===== config.mk =====
export PLATFORM = sky130hd
export DESIGN_NAME = io_console_master
export DESIGN_NICKNAME = d
export VERILOG_FILES = /design/src/rtl/io_bus_pkg.sv /design/src/rtl/io_poll_timer.sv /design/src/rtl/io_console_master.sv
export SDC_FILE = /design/constraint.sdc
export NUM_CORES = 1
export LEC_CHECK = 0
export ABC_AREA = 1
export CAP_MARGIN = 20
export CELL_PAD_IN_SITES_DETAIL_PLACEMENT = 1
export CELL_PAD_IN_SITES_GLOBAL_PLACEMENT = 1
export CORE_MARGIN = 2
export CORE_UTILIZATION = 30
export CTS_BUF_LIST = sky130_fd_sc_hd__clkbuf_8
export DETAILED_ROUTE_END_ITERATION = 10
export PLACE_DENSITY_LB_ADDON = 0.08
export SYNTH_ARGS = -nofsm -noshare
export SYNTH_HDL_FRONTEND = slang
export SYNTH_SLANG_ARGS = --single-unit

===== constraint.sdc =====
create_clock -name clk -period 1.63 [get_ports clk]
set_input_delay 0.489 -clock clk [delete_from_list [all_inputs] [get_ports clk]]
set_output_delay 0.489 -clock clk [all_outputs]
set_load 0.01 [all_outputs]

===== src/rtl/io_bus_pkg.sv =====
`default_nettype none
// ============================================================================
// Module      : io_bus_pkg
// Description : Address map of the 8-bit IO bus and the console master's
//               state encoding.
// Revision    : 1.0 - initial release
// ============================================================================
package io_bus_pkg;

  // Peripheral register addresses
  localparam logic [7:0] IO_OUT0  = 8'h00;  // LED result port, bits [4:0]
  localparam logic [7:0] IO_READY = 8'h04;  // master-driven ready flag
  localparam logic [7:0] IO_OUT1  = 8'h08;  // 7-segment display port
  localparam logic [7:0] IO_IN    = 8'h0c;  // 5-bit switch value
  localparam logic [7:0] IO_VALID = 8'h10;  // peripheral-driven valid flag

  // Console master states
  typedef enum logic [3:0] {
    ST_IDLE      = 4'd0,
    ST_WR_ISSUE  = 4'd1,
    ST_WR_ACK    = 4'd2,
    ST_RD_SETRDY = 4'd3,
    ST_RD_WAIT1  = 4'd4,
    ST_RD_GET    = 4'd5,
    ST_RD_CLRRDY = 4'd6,
    ST_RD_WAIT0  = 4'd7,
    ST_RD_ACK    = 4'd8
  } state_e;

endpackage
`default_nettype wire


===== src/rtl/io_poll_timer.sv =====
`default_nettype none
// ============================================================================
// Module      : io_poll_timer
// Description : Saturating poll counter. 'expired' flags the enabled cycle
//               in which the count reaches all-ones (or is already there).
// Revision    : 1.0 - initial release
// ============================================================================
module io_poll_timer #(
  parameter int TMO_W = 16  // must be at least 1
) (
  input  logic clk,
  input  logic rst_n,
  input  logic clr,
  input  logic en,
  output logic expired
);

  localparam logic [TMO_W-1:0] C_ONE  = TMO_W'(1);
  localparam logic [TMO_W-1:0] C_LAST = ~C_ONE;  // all-ones minus one

  logic [TMO_W-1:0] count_q;
  logic [TMO_W-1:0] count_d;

  // Clear has priority; counting stops at all-ones instead of wrapping.
  always_comb begin
    count_d = count_q;
    if (clr) begin
      count_d = '0;
    end else if (en && (count_q != '1)) begin
      count_d = count_q + C_ONE;
    end
  end

  assign expired = en && (count_q >= C_LAST);

  // Counter register.
  always_ff @(posedge clk or negedge rst_n) begin
    if (!rst_n) begin
      count_q <= '0;
    end else begin
      count_q <= count_d;
    end
  end

endmodule
`default_nettype wire


===== src/rtl/io_console_master.sv =====
`default_nettype none
// ============================================================================
// Module      : io_console_master
// Description : IO bus initiator running the console protocol in hardware:
//               four-phase ready/valid reads of the switch port and
//               single-cycle stores to the LED / display ports.
// Revision    : 1.0 - initial release
// ============================================================================
module io_console_master
  import io_bus_pkg::*;
#(
  parameter int TMO_W  = 16,   // must be at least 1
  parameter bit TMO_EN = 1'b1
) (
  input  logic        clk,
  input  logic        rst_n,
  input  logic        rd_req,
  output logic        rd_ack,
  output logic [4:0]  rd_data,
  output logic        rd_err,
  input  logic        wr_req,
  input  logic        wr_sel,
  input  logic [31:0] wr_data,
  output logic        wr_ack,
  output logic        busy,
  output logic [7:0]  io_addr,
  output logic [31:0] io_dout,
  output logic        io_we,
  input  logic [31:0] io_din
);

  state_e      state_q, state_d;
  logic [7:0]  io_addr_q, io_addr_d;
  logic [31:0] io_dout_q, io_dout_d;
  logic        io_we_q, io_we_d;
  logic        rd_ack_q, rd_ack_d;
  logic        wr_ack_q, wr_ack_d;
  logic        rd_err_q, rd_err_d;
  logic [4:0]  rd_data_q, rd_data_d;
  logic        err_q, err_d;

  logic        tmo_clr;
  logic        tmo_en;
  logic        tmo_expired;
  logic        unused_din;

  // Only the valid flag and the 5-bit switch value matter on the read bus.
  assign unused_din = ^io_din[31:5];

  // The counter runs only while waiting for valid and restarts on every entry.
  assign tmo_clr = (state_q != ST_RD_WAIT1);
  assign tmo_en  = (state_q == ST_RD_WAIT1) && !io_din[0];

  generate
    if (TMO_EN) begin : g_tmo
      io_poll_timer #(
        .TMO_W (TMO_W)
      ) u_poll_timer (
        .clk     (clk),
        .rst_n   (rst_n),
        .clr     (tmo_clr),
        .en      (tmo_en),
        .expired (tmo_expired)
      );
    end else begin : g_no_tmo
      assign tmo_expired = 1'b0;
    end
  endgenerate

  // Next-state logic; write requests win over reads when both are pending.
  always_comb begin
    state_d   = state_q;
    err_d     = err_q;
    rd_data_d = rd_data_q;
    case (state_q)
      ST_IDLE: begin
        err_d = 1'b0;
        if (wr_req) begin
          state_d = ST_WR_ISSUE;
        end else if (rd_req) begin
          state_d = ST_RD_SETRDY;
        end
      end
      ST_WR_ISSUE:  state_d = ST_WR_ACK;
      ST_WR_ACK:    state_d = ST_IDLE;
      ST_RD_SETRDY: state_d = ST_RD_WAIT1;
      ST_RD_WAIT1: begin
        if (io_din[0]) begin
          state_d = ST_RD_GET;
        end else if (tmo_expired) begin
          err_d   = 1'b1;
          state_d = ST_RD_CLRRDY;
        end
      end
      ST_RD_GET: begin
        rd_data_d = io_din[4:0];
        state_d   = ST_RD_CLRRDY;
      end
      // An aborted read never saw valid rise, so there is no fall to wait for.
      ST_RD_CLRRDY: state_d = err_q ? ST_RD_ACK : ST_RD_WAIT0;
      ST_RD_WAIT0: begin
        if (!io_din[0]) begin
          state_d = ST_RD_ACK;
        end
      end
      ST_RD_ACK: state_d = ST_IDLE;
      default:   state_d = ST_IDLE;
    endcase
  end

  // Registered outputs are decoded from the state being entered.
  always_comb begin
    io_addr_d = IO_VALID;
    io_dout_d = io_dout_q;
    io_we_d   = 1'b0;
    case (state_d)
      ST_WR_ISSUE: begin
        io_we_d   = 1'b1;
        io_addr_d = wr_sel ? IO_OUT1 : IO_OUT0;
        io_dout_d = wr_data;
      end
      ST_RD_SETRDY: begin
        io_we_d   = 1'b1;
        io_addr_d = IO_READY;
        io_dout_d = 32'd1;
      end
      ST_RD_GET: begin
        io_addr_d = IO_IN;
      end
      ST_RD_CLRRDY: begin
        io_we_d   = 1'b1;
        io_addr_d = IO_READY;
        io_dout_d = 32'd0;
      end
      default: begin
      end
    endcase
    wr_ack_d = (state_d == ST_WR_ACK);
    rd_ack_d = (state_d == ST_RD_ACK);
    rd_err_d = (state_d == ST_RD_ACK) && err_d;
  end

  // State and output registers.
  always_ff @(posedge clk or negedge rst_n) begin
    if (!rst_n) begin
      state_q   <= ST_IDLE;
      io_addr_q <= IO_VALID;
      io_dout_q <= 32'd0;
      io_we_q   <= 1'b0;
      rd_ack_q  <= 1'b0;
      wr_ack_q  <= 1'b0;
      rd_err_q  <= 1'b0;
      rd_data_q <= 5'd0;
      err_q     <= 1'b0;
    end else begin
      state_q   <= state_d;
      io_addr_q <= io_addr_d;
      io_dout_q <= io_dout_d;
      io_we_q   <= io_we_d;
      rd_ack_q  <= rd_ack_d;
      wr_ack_q  <= wr_ack_d;
      rd_err_q  <= rd_err_d;
      rd_data_q <= rd_data_d;
      err_q     <= err_d;
    end
  end

  assign io_addr = io_addr_q;
  assign io_dout = io_dout_q;
  assign io_we   = io_we_q;
  assign rd_ack  = rd_ack_q;
  assign wr_ack  = wr_ack_q;
  assign rd_err  = rd_err_q;
  assign rd_data = rd_data_q;
  assign busy    = (state_q != ST_IDLE);

endmodule
`default_nettype wire


## After elaboration in Yosys (flattened, before gate mapping)

Cells that the tools add are included.

- Memory bits (read-only): 0
- Bits in latches: 0
- Logic and storage cells: 53
- Output and inout port bits: 50
- Memories kept: 0
- Memory bits (writable): 0
- Input port bits: 69
- Flip-flop bits (word level): 70

- Multiplexer cells: 16
- Bitwise operators: 0
- Equal/unequal tests: 14
- Magnitude comparators: 1
- Div/mod/pow operators: 0
- Reductions and logical operators: 11
- Add/sub/neg operators: 1
- Shift operators: 0
- Multipliers: 0

Operator list:

| kind | number |
|---|---|
| one-hot mux 32 bit (3 select lines) | 1 |
| 2-to-1 mux 16 bit | 2 |
| 2-to-1 mux 4 bit | 7 |
| one-hot mux 4 bit (7 select lines) | 1 |
| equality test 4 x 3 -> 1 bit, second input constant | 6 |
| adder 16 x 1 -> 16 bit, second input constant | 1 |
| >= comparator 16 bit, second input constant | 1 |
| inequality test 16 bit, second input constant | 1 |
| one-hot mux 5 bit (3 select lines) | 1 |
| equality test 4 x 2 -> 1 bit, second input constant | 3 |
| equality test 4 x 1 -> 1 bit, second input constant | 2 |
| equality test 4 bit, second input constant | 1 |
| logical AND 1 bit | 4 |
| logical NOT 4 bit | 1 |
| inequality test 4 x 3 -> 1 bit, second input constant | 1 |
| nonzero test 4 bit | 1 |
| 2-to-1 mux 1 bit | 3 |
| nonzero test 3 bit | 1 |
| OR reduction 3 bit | 1 |
| one-hot mux 1 bit (2 select lines) | 1 |
| nonzero test 2 bit | 1 |
| OR reduction 2 bit | 1 |
| logical NOT 1 bit | 1 |

## Logic depth before layout (Yosys ltp)

Gate-level depths: netlist of run 1.

- Depth after elaboration: 9
- Depth in mapped cells: 14
- Gate-level depth less buffers: 13

## Cells and area by module

From an unflattened synthesis of run 1, not the netlist that was laid out.

- Cell total of the unflattened synthesis: 382
- Area, all modules: 3246.9 µm²

Modules (own cells, without submodules):

| module | area an instance (µm²) | seq. area each (µm²) | times used | cells an instance |
|---|---|---|---|---|
| io_console_master | 2182.1 | 1227.4 | 1 | 229 |
| io_poll_timer | 1064.8 | 400.4 | 1 | 153 |

## Worst setup path before layout of run 1

Ideal clock, no wire load.

- Path kind: register to register
- Start point: register state_q[0]
- End point: register io_dout_q[10] (netlist: io_dout[10])
- Period minus slack after synthesis: 1.618 ns
- Cell stages (with the launch flop): 12
- Library setup time: 0.118 ns
- Path slack: 0.012 ns
- Arrival time: 1.500 ns
- Data required time: 1.512 ns
- Path through: dfrtp_1 nor2_2 nand2_2 nor2_2 nor2_1 nand2_1 nor2_2 and2_4 buf_8 buf_8 nand3_2 nand2_1

- Longest elaborated chain between the ends: 8

Ends and longest elaborated chain:

| item | RTL line | text |
|---|---|---|
| from (decl) | io_console_master.sv:32 | `state_e state_q, state_d;` |
| from (signal assigned) | io_console_master.sv:156 | `state_q <= state_d;` |
| equality test 4 x 3 -> 1 bit | io_console_master.sv:52, io_console_master.sv:75 |  |
| logical AND 1 bit | io_console_master.sv:52 | `assign tmo_en = (state_q == ST_RD_WAIT1) && !io_din[0];` |
| logical AND 1 bit | io_poll_timer.sv:34 | `assign expired = en && (count_q >= C_LAST);` |
| 2-to-1 mux 4 bit | io_console_master.sv:90 | `end else if (tmo_expired) begin` |
| 2-to-1 mux 4 bit | io_console_master.sv:88 | `if (io_din[0]) begin` |
| one-hot mux 4 bit (7 select lines) (*) | io_console_master.sv:75 | `case (state_q)` |
| equality test 4 x 3 -> 1 bit (tied with other cells) | io_console_master.sv:116 | `case (state_d)` |
| one-hot mux 32 bit (3 select lines) / nonzero test 3 bit (equally long branches) | - |  |
| to (signal assigned) | io_console_master.sv:158 | `io_dout_q <= io_dout_d;` |
| to (decl) | io_console_master.sv:34 | `logic [31:0] io_dout_q, io_dout_d;` |

Every way passes the cells marked *; elsewhere a longest branch is shown, timed or not.
A chain may end at the register's enable or synchronous reset.

## Final worst setup path of run 1

- Start point: register state_q[1]
- End point: register io_dout_q[25] (netlist: io_dout[25])

The elaborated chain is that of the path after synthesis.

==> results of run 1 <==
## metal layers
layer | GRT usage [%] | vias to the layer above | wire length [um]
met5 | 0 | - | 0
met4 | 7.14 | 0 | 154
met3 | 3.68 | 11 | 345
met2 | 27.8 | 48 | 5170
met1 | 22.2 | 1471 | 4820
li1 | - | 1490 | -
## logic make-up (layout without fill, tap and decap cells)
kind of cell | after synthesis | after routing | share of synthesized area, %
AND/OR/NAND/NOR | 216 | 216 | 34.6
flip-flops | 65 | 65 | 49.9
buffers and inverters | 50 | 209 | 8.55
AO/OA/AOI/OAI | 24 | 24 | 4.14
multiplexers | 4 | 4 | 1.38
adder cells (fa/ha/maj) | 2 | 2 | 0.767
XOR/XNOR | 2 | 2 | 0.537
other | 1 | 5 | 0.115
## synth_stat cells, types with 3 or more instances
cell and instances:
nand2_1 90, dfrtp_1 64, nand3_1 48, nand3_2 30
inv_1 27, nor2_1 27, o21ai_0 11, buf_2 8
buf_4 7, a21oi_1 6, nor3_1 5, mux2_2 4
nor2_2 4, inv_2 3, nand4_1 3, nor2_4 3
## final timing paths
kind,end,slack [ps],from,cells after the start
max,io_dout[25],-160,state_q[1],11
min,rd_data[4],150,rst_n,2
max reg2reg,io_dout[25],-160,state_q[1],11
min reg2reg,rd_data[0],490,rd_data[0],2
max in group asynchronous,io_addr[4],1160,rst_n,2
min in group clk,rd_data[0],490,rd_data[0],2
## report_power, final
group / switching [W] / internal, W
registers: 0.000294 / 0.00211
clock network: 0.000667 / 0.00105
logic: 0.00283 / 0.00255
## state kept, by name, summed over array words and instances, names as in the netlist
name,count
io_dout,32
rd_err,1
err_q,1
state_q,4
rd_data,5
g_tmo.u_poll_timer.count_q,16
io_addr,3
wr_ack,1
io_we,1
rd_ack,1
## worst max-delay path: cells and delay by family, from the launching register on
family / cells / cell delay (ps)
flip-flops: 1 / 460
AND/OR/NAND/NOR: 8 / 880
buffers and inverters: 3 / 350
## timing repair
| item | 4_1_cts | 5_1_grt |
|---|---|---|
| pin swaps | 6 | 34 |
| gates cloned | 1 | 5 |
| hold endpoints to repair | 0 | 0 |
| resized for setup | 68 | 90 |
| setup buffers | 9 | 17 |
| endpoints found under the setup margin | 92 | 55 |
## through the flow
step	util, %	hold WS, ps	setup slack, ps
floorplan	-	193	12.4
global placement	42.7	473	-489
detailed placement	42.7	482	-507
CTS	45.8	158	-166
global route	50.6	165	-259
finish	50.6	153	-162
## cell type report
| cell class | count | area share, % |
|---|---|---|
| clock inverters | 6 | 1.96 |
| well taps | 140 | 3.22 |
| repair buffers | 163 | 29.5 |
| multi-input cells | 253 | 30.6 |
| inverters | 30 | 2.12 |
| clock buffers | 10 | 2.53 |
| flip-flops and latches | 65 | 30.1 |
==> run_results.csv, run 1 <==
group,metric,value,unit
logic_synthesis,postSynthAreaPerCell,8.96,sq um
die,die_w,108,um
placed_design,io_buffer_count,86,
clock_network,cts.sinks,65,
logic_synthesis,synth-edff-count,0,
global_route,grt-ovfl-total,0,
routing,firstDrtPassIters,6,
die,die_h,108,um
sta,finalSetupViolCount,43,
routing,wl_per_cell,15.7,um
placed_design,gp_congestion,0.789,
sta,setup_tns,-5110,ps
routing,drc_errors,0,
critical_path,end_kind,"flop",
die,ioPinCount,119,
critical_path,critical-path-slowest-cell,"dfrtp_2",
layout,mostFrequentLayoutCells,"nand2_1, dfrtp_1, buf_4",
logic_synthesis,synth_area,3260,sq um
layout,final_area,5430,sq um
clock_network,clkTransAtPathRegs,70,ps
critical_path,critPathMaxFanout,15,
global_route,grt_max_degree,66,
critical_path,critPathKind,"reg -> reg",
power,p_leak,2.66,nW
global_route,grt_pass1_vias,3168,
die,dieArea,11700,sq um
critical_path,slowest_delay,460,ps
routing,num_vias,3020,
sta,finalCriticalPeriod,1790,ps
sta,drv_slew,0,
layout,final_common_cell,"nand2_1",
clock_network,cts_tree,"done",
placed_design,dpl-instance-area,4590,sq um
routing,drt-initial-drc-count,128,
layout,layout.nets,593,
logic_synthesis,synth_warnings,0,
layout,seq_area,1630,sq um
clock_network,cts-root-buf,"clkbuf_8",
sta,rsz0062_at_grt,"yes",
logic_synthesis,synthCells,364,
placed_design,dp_hpwl,6540,um
sta,finalHoldViolCount,0,
layout,fillCellCount,1253,
logic_synthesis,synth-seq-cells,65,
die,row_count,38,
power,ir_drop,744,uV
power,finalPower,0.00950,W
clock_network,cts.htree.levels,3,
critical_path,critPathArrivalTime,2040,ps
sta,skew,11.0,ps
sta,setup_ws,-162,ps
global_route,grt_pass1_wl,15600,um
logic_synthesis,yosys.area.top_type,"dfrtp_1",
sta,max_freq,558,MHz
run_status,status,"complete, but fails checks",
critical_path,cp_common_cell,"nor2_4",
clock_network,clock_latency,350,ps
layout,multi_input_area,1660,sq um
global_route,grt_use_total,17.2,%
clock_network,postCtsHoldBufs,0,
logic_synthesis,synthArstFlopShare,100,%
layout,fin_cells,667,
clock_network,cts_buffers,9,
routing,viasPerCell,4.53,
logic_synthesis,synthDominantCellAreaShare,49.1,%
die,core,10700,sq um
critical_path,cp_data_required_time,1870,ps
run_status,violations,"negative setup slack",
critical_path,path_cells,"nor2_4, buf_6, nand2_4, nor2_4, inv_2, nor2_4, nor2_4, and2_4, buf_12, nand3_2, nand2_1",
logic_synthesis,synth_cell_types,35,
power,power_density,1750,nW/um^2
logic_synthesis,ys_top_cells_by_area,"dfrtp_1, nand2_1, nand3_2",
die,start_util,30.4,%
layout,insertedDiodeCount,0,
global_route,antenna_found_initial,0,
layout,area_growth_syn_to_layout,66.6,%
sta,finalCritPeriodShare,110,%
placed_design,placed_cells,623,
clock_network,clock_path_buffers,2,
logic_synthesis,synth_seq_area_share,49.9,%
critical_path,cp-start-kind,"flop",
logic_synthesis,synthFlopType,"dfrtp_1",
layout,layout-drive-gt1-share,39.8,%
min_path,hold_path.class,"in -> async",
routing,wirelength,10500,um
routing,antenna_left,0,
run,cap_violations,0,
Note: power is estimated with default switching activity, not from simulation.
==> run 2, diff against run 1 <==
CTS_CLUSTER_SIZE = 8   (was unset)
==> results of run 2 <==
Final layout, timing and power as in run 1 (identical DEF).
